--- config.mk ---
export PLATFORM = sky130hd
export DESIGN_NAME = retire_trace_monitor
export DESIGN_NICKNAME = d
export VERILOG_FILES = /design/src/rtl/retire_trace_monitor_pkg.sv /design/src/rtl/retire_trace_monitor_ram.sv /design/src/rtl/retire_trace_monitor.sv
export SDC_FILE = /design/constraint.sdc
export NUM_CORES = 1
export LEC_CHECK = 0
export CORE_MARGIN = 2
export CORE_UTILIZATION = 25
export DETAILED_ROUTE_END_ITERATION = 10
export GPL_ROUTABILITY_DRIVEN = 0
export PLACE_DENSITY = 0.49
export SKIP_LAST_GASP = 1
export SLEW_MARGIN = 30
export SYNTH_ARGS = -nofsm -noshare
export SYNTH_HDL_FRONTEND = slang
export SYNTH_SLANG_ARGS = --single-unit
--- constraint.sdc ---
create_clock -name i_clk -period 8.4 [get_ports i_clk]
set_clock_uncertainty 0.15 [all_clocks]
set_input_delay 2.1 -clock i_clk [delete_from_list [all_inputs] [get_ports i_clk]]
set_output_delay 2.1 -clock i_clk [all_outputs]
set_load 0.005 [all_outputs]
--- src/rtl/retire_trace_monitor_pkg.sv ---
// Shared types for the retire trace monitor: FSM states and latched halt causes.
package trace_pkg;

  typedef enum logic [1:0] {
    ST_IDLE = 2'd0,
    ST_RUN  = 2'd1,
    ST_HALT = 2'd2
  } trace_state_e;

  typedef enum logic [1:0] {
    HC_NONE     = 2'd0,
    HC_INVALID  = 2'd1,
    HC_SELFLOOP = 2'd2,
    HC_TIMEOUT  = 2'd3
  } halt_cause_e;

endpackage

--- src/rtl/retire_trace_monitor_ram.sv ---
// Trace storage: one write port, one registered read port with read-before-write behaviour.
module trace_ram #(
  parameter int DEPTH  = 16,
  parameter int DATA_W = 64
) (
  input  logic                     clk,
  input  logic                     rst_n,
  input  logic                     clr,
  input  logic                     wr_en,
  input  logic [$clog2(DEPTH)-1:0] wr_addr,
  input  logic [DATA_W-1:0]        wr_data,
  input  logic [$clog2(DEPTH)-1:0] rd_addr,
  output logic [DATA_W-1:0]        rd_data
);

  logic [DATA_W-1:0] mem [DEPTH];

  always_ff @(posedge clk) begin
    if (wr_en) mem[wr_addr] <= wr_data;
  end

  // Only the read register is cleared; the array itself is never exposed before it is written.
  always_ff @(posedge clk or negedge rst_n) begin
    if (!rst_n)   rd_data <= '0;
    else if (clr) rd_data <= '0;
    else          rd_data <= mem[rd_addr];
  end

endmodule

--- src/rtl/retire_trace_monitor.sv ---
// Records every retired PC with a cycle stamp into a circular buffer and latches the halt cause.
module retire_trace_monitor
  import trace_pkg::*;
#(
  parameter int PC_W       = 32,
  parameter int DEPTH      = 16,
  parameter int CYC_W      = 32,
  parameter int TIMEOUT    = 20000,
  parameter int LOOP_LIMIT = 8
) (
  input  logic                     i_clk,
  input  logic                     i_reset,
  input  logic [PC_W-1:0]          i_pc_debug,
  input  logic                     i_insn_vld,
  input  logic                     i_clear,
  input  logic [$clog2(DEPTH)-1:0] i_rd_idx,
  output logic [PC_W-1:0]          o_rd_pc,
  output logic [CYC_W-1:0]         o_rd_cyc,
  output logic [$clog2(DEPTH):0]   o_count,
  output logic                     o_wrapped,
  output logic [CYC_W-1:0]         o_cycle,
  output logic                     o_halt,
  output logic [1:0]               o_halt_cause
);

  localparam int AW = $clog2(DEPTH);
  localparam int CW = AW + 1;
  localparam int LW = $clog2(LOOP_LIMIT + 1);
  localparam int unsigned TO_M1 = (TIMEOUT > 0) ? TIMEOUT - 1 : 0;
  localparam logic [CYC_W-1:0] TO_CYC = CYC_W'(TO_M1);
  localparam logic [CW-1:0] FULL = CW'(DEPTH);
  localparam logic [LW-1:0] LOOP_HIT = LW'(LOOP_LIMIT);

  function automatic logic [CYC_W-1:0] sat_inc_cyc(input logic [CYC_W-1:0] v);
    return (&v) ? v : v + CYC_W'(1);
  endfunction

  function automatic halt_cause_e pick_cause(input logic inv, input logic lp, input logic to);
    if (inv)     return HC_INVALID;
    else if (lp) return HC_SELFLOOP;
    else if (to) return HC_TIMEOUT;
    return HC_NONE;
  endfunction

  trace_state_e      state;
  halt_cause_e       cause;
  logic [AW-1:0]     wptr;
  logic [CW-1:0]     count;
  logic              wrapped;
  logic [CYC_W-1:0]  cycle;
  logic [LW-1:0]     loop_cnt;
  logic [PC_W-1:0]   last_pc;
  logic              halt;

  logic              active;
  logic              capture;
  logic [LW-1:0]     loop_nxt;
  logic              hit_invalid;
  logic              hit_loop;
  logic              hit_timeout;
  logic              hit_any;
  logic [AW-1:0]     rd_phys;
  logic [PC_W+CYC_W-1:0] rd_data_p1;

  always_comb begin
    active      = (state != ST_HALT);
    capture     = active && i_insn_vld;
    loop_nxt    = (i_pc_debug == last_pc) ? loop_cnt + LW'(1) : LW'(1);
    hit_invalid = (state == ST_RUN) && !i_insn_vld;
    hit_loop    = capture && (loop_nxt == LOOP_HIT);
    hit_timeout = (TIMEOUT != 0) && active && (cycle == TO_CYC);
    hit_any     = hit_invalid || hit_loop || hit_timeout;
    // Once the buffer has wrapped, the oldest entry sits at the write pointer.
    rd_phys     = (wrapped ? wptr : AW'(0)) + i_rd_idx;
  end

  always_ff @(posedge i_clk or negedge i_reset) begin
    if (!i_reset) begin
      state    <= ST_IDLE;
      cause    <= HC_NONE;
      halt     <= 1'b0;
      wptr     <= '0;
      count    <= '0;
      wrapped  <= 1'b0;
      cycle    <= '0;
      loop_cnt <= '0;
      last_pc  <= '0;
    end else if (i_clear) begin
      state    <= ST_IDLE;
      cause    <= HC_NONE;
      halt     <= 1'b0;
      wptr     <= '0;
      count    <= '0;
      wrapped  <= 1'b0;
      cycle    <= '0;
      loop_cnt <= '0;
      last_pc  <= '0;
    end else begin
      if (active) cycle <= sat_inc_cyc(cycle);
      if (capture) begin
        wptr     <= wptr + AW'(1);
        count    <= (count == FULL) ? count : count + CW'(1);
        last_pc  <= i_pc_debug;
        loop_cnt <= loop_nxt;
        if (count == FULL) wrapped <= 1'b1;
      end
      case (state)
        ST_IDLE, ST_RUN: begin
          if (hit_any) begin
            state <= ST_HALT;
            halt  <= 1'b1;
            cause <= pick_cause(hit_invalid, hit_loop, hit_timeout);
          end else if (i_insn_vld) begin
            state <= ST_RUN;
          end
        end
        default: state <= ST_HALT;
      endcase
    end
  end

  trace_ram #(
    .DEPTH  (DEPTH),
    .DATA_W (PC_W + CYC_W)
  ) u_ram (
    .clk     (i_clk),
    .rst_n   (i_reset),
    .clr     (i_clear),
    .wr_en   (capture && !i_clear),
    .wr_addr (wptr),
    .wr_data ({i_pc_debug, cycle}),
    .rd_addr (rd_phys),
    .rd_data (rd_data_p1)
  );

  assign o_rd_pc      = rd_data_p1[PC_W+CYC_W-1:CYC_W];
  assign o_rd_cyc     = rd_data_p1[CYC_W-1:0];
  assign o_count      = count;
  assign o_wrapped    = wrapped;
  assign o_cycle      = cycle;
  assign o_halt       = halt;
  assign o_halt_cause = cause;

endmodule

==> flow_summary.ini <==
[floorplan]
io_pins = 145
start_util_pct = 25.1
die_x_um = 430
coreArea_sq_mm = 0.180
rows = 156
die_h_um = 430
die_area_sq_mm = 0.185

[detailed_routing]
drt_iter0_markers = 1756
via_count = 22057
drc = 0
drt-vias-per-instance = 4.46
dr.pass1.iters = 5
avgRoutedWirePerCell_um = 23.8
antenna_left = 0
finalWirelength_mm = 118

[critical_path]
critPathLaunchType = input port
worstPathMaxFanout = 47
path_cells = clkdlybuf4s50_1 > ha_4 > inv_1 > fa_4 > buf_4 > mux4_2 > nor2b_1 > a211oi_1 > a211oi_1
cpMostUsedCell = a211oi_1
reg2reg_setup_slack_ns = 4.18
critical_path_class = in -> reg
worst_path_max_delay_cell = fa_4
slowest_delay_ns = 1.41
r2r-end = u_ram.rd_data[8]$_DFF_PN0_
r2r_cells = 9
critical_path_arrival_ns = 5.81
crit_end = u_ram.rd_data[8]$_DFF_PN0_
required_ns = 8.82
endpoint_kind = flop
rr_startpoint = wptr[0]$_DFFE_PN0P_
crit_path_start = i_rd_idx[0]

[hold_path]
min_path_type = reg -> reg
hp-start = loop_cnt[0]$_DFFE_PN0P_

[place]
hpwlAfterDp_mm = 64.6
dp_slack_ns = 2.15
placed_cell_area_sq_mm = 0.0502
numPortBuffers = 144

[grt]
grt_use_total_pct = 12.6
antenna_found_initial = 2
grt_pass1_vias = 22843
grt_first_pass_wirelength_mm = 170
grt_max_degree = 129
grt_overflow = 0

[cts]
cts.sinks = 1171
htree_num_levels = 3
root_buffer = clkbuf_16
clock_path_buffers = 3
path_clk_slew_ns = 0.06
cts_setup_buffers = 0
cts_buffers = 121
ctsHoldBuffers = 0
insertion_delay_ns = 0.74
cts_resized = 0
tritoncts = done

[timing]
setup_viol = 0
drv_slew = 0
slew_headroom_pct = 36.1
fin_crit_sh_pct = 64.2
fin_ws_ns = 3.01
hold_viol = 0
post-route-min-period_ns = 5.39
rsz0062_at_grt = false
max_freq_mhz = 185
setup_tns_ns = 0
worst_pin_slew_ns = 0.958

[synthesis]
netlist_instances = 2245
async_flop_share_pct = 12.6
syn_area_per_cell_sq_um = 20.2
synthFlopType = edfxtp_1
synth_seq_cells = 1171
syn_area_sq_mm = 0.0453
synth_edf_count = 1024
ys_warn_count = 0
syn_nets = 2297
synth_cell_types = 49
ys_seq_area_share_pct = 76.0

[power_and_ir_drop]
ir_drop_mv = 0.172
p_leak_nw = 17.5
p_per_area_mw_per_mm2 = 228
p_total_mw = 12.3

[status]
status = complete, no violations

[layout]
design_area_sq_mm = 0.0541
drive_gt1_share_pct = 21.7
final_util_pct = 30.0
nets = 2529
n_antenna_cell = 0
area_growth_pct = 19.5

[job]
cap_viol_max_count = 0
## cell type report
type | count | area, sq um
Inverter | 22 | 82.6
Timing Repair Buffer | 233 | 2320
Tap cell | 2370 | 2970
Fill cell | 17619 | 126000
Multi-Input combinational cell | 928 | 10400
Clock buffer | 178 | 3450
Clock inverter | 48 | 484
Sequential cell | 1171 | 34400
## logic make-up after synthesis
kind of cell,Yosys count,share of synthesized area [%]
buf+inv,146,1.34
simple gates,323,3.78
xor+xnor,65,1.26
compound gates,206,3.08
mux,322,14.2
flops,1171,76.0
fa+ha+maj,12,0.348
## through the flow
step                std cells  hold WS, ns
floorplan                2245        0.326
global placement         4723        0.347
detailed placement       4723        0.348
CTS                      4949        0.376
global route             4950        0.398
finish                   4950        0.376
## cells in the mapped netlist, types with 2 or more instances
cell type | count | area (sq um)
ha_1 | 11 | 138
a2111oi_0 | 3 | 26.3
nor2_1 | 45 | 169
clkbuf_1 | 77 | 289
xor2_1 | 39 | 342
buf_2 | 37 | 185
or3_1 | 9 | 56.3
nor4b_1 | 3 | 26.3
nand3_1 | 17 | 85.1
nand4_1 | 12 | 75.1
inv_1 | 22 | 82.6
edfxtp_1 | 1024 | 30700
a31oi_1 | 6 | 37.5
nor3_1 | 19 | 95.1
a21o_1 | 2 | 15.0
and2_1 | 9 | 56.3
nand2_1 | 89 | 334
mux2i_1 | 65 | 651
dfrtp_1 | 147 | 3680
and4_1 | 5 | 43.8
mux4_2 | 256 | 5770
nor4_1 | 20 | 125
buf_1 | 8 | 30.0
or2_2 | 2 | 12.5
nor4bb_1 | 2 | 20.0
xnor2_1 | 26 | 228
nor2b_1 | 67 | 419
or4_1 | 6 | 45.0
a211oi_1 | 129 | 968
o21ai_0 | 15 | 75.1
nand2b_1 | 2 | 12.5
and3_1 | 5 | 31.3
nor3b_1 | 4 | 30.0
a21oi_1 | 47 | 235
## worst min path at each step
stage / slack [ns] / depth (start not counted) / end
finish: 0.38 / 1 / loop_cnt[0]$_DFFE_PN0P_
global route: 0.40 / 2 / last_pc[24]$_DFFE_PN0P_
CTS: 0.38 / 1 / loop_cnt[0]$_DFFE_PN0P_
detailed placement: 0.35 / 0 / u_ram.mem[10][23]$_DFFE_PP_
global placement: 0.35 / 0 / u_ram.mem[10][23]$_DFFE_PP_
floorplan: 0.33 / 1 / loop_cnt[0]$_DFFE_PN0P_
## power by group
part	internal (mW)	switching [mW]
clock	3.06	2.25
combinational	0.261	0.348
sequential	6.37	0.0390
## worst max-delay path, delay by kind of cell
| family | cells | cell delay (ns) |
|---|---|---|
| simple gates | 1 | 0.14 |
| fa+ha+maj | 2 | 1.55 |
| compound gates | 2 | 0.37 |
| mux | 1 | 0.38 |
| buf+inv | 3 | 1.20 |
## flip-flops by register name (all words and copies together), names as in the netlist, 2 cells and up
register,count
last_pc,32
loop_cnt,4
o_count,5
o_cycle,32
o_halt_cause,2
state,2
u_ram.mem,1024
u_ram.rd_data,64
wptr,4
## per-layer routing
layer	wire, um	track usage, %	share of wire [%]
met4	3400	3.90	2.9
met2	60000	21.8	51
met3	5170	2.42	4.4
met1	49300	15.9	42
met5	0	0	0
## placed cells by master (no fill, tap or decap), types with 38 or more instances in the layout
cell / count
mux2i_1: 65
dfrtp_1: 147
clkbuf_16: 123
xor2_1: 38
clkdlybuf4s50_1: 142
nor2b_1: 66
a21oi_1: 47
buf_4: 73
nor2_1: 40
clkbuf_1: 38
edfxtp_1: 1024
mux4_2: 256
nand2_1: 88
a211oi_1: 129
Power figures use the tool's default switching activity.
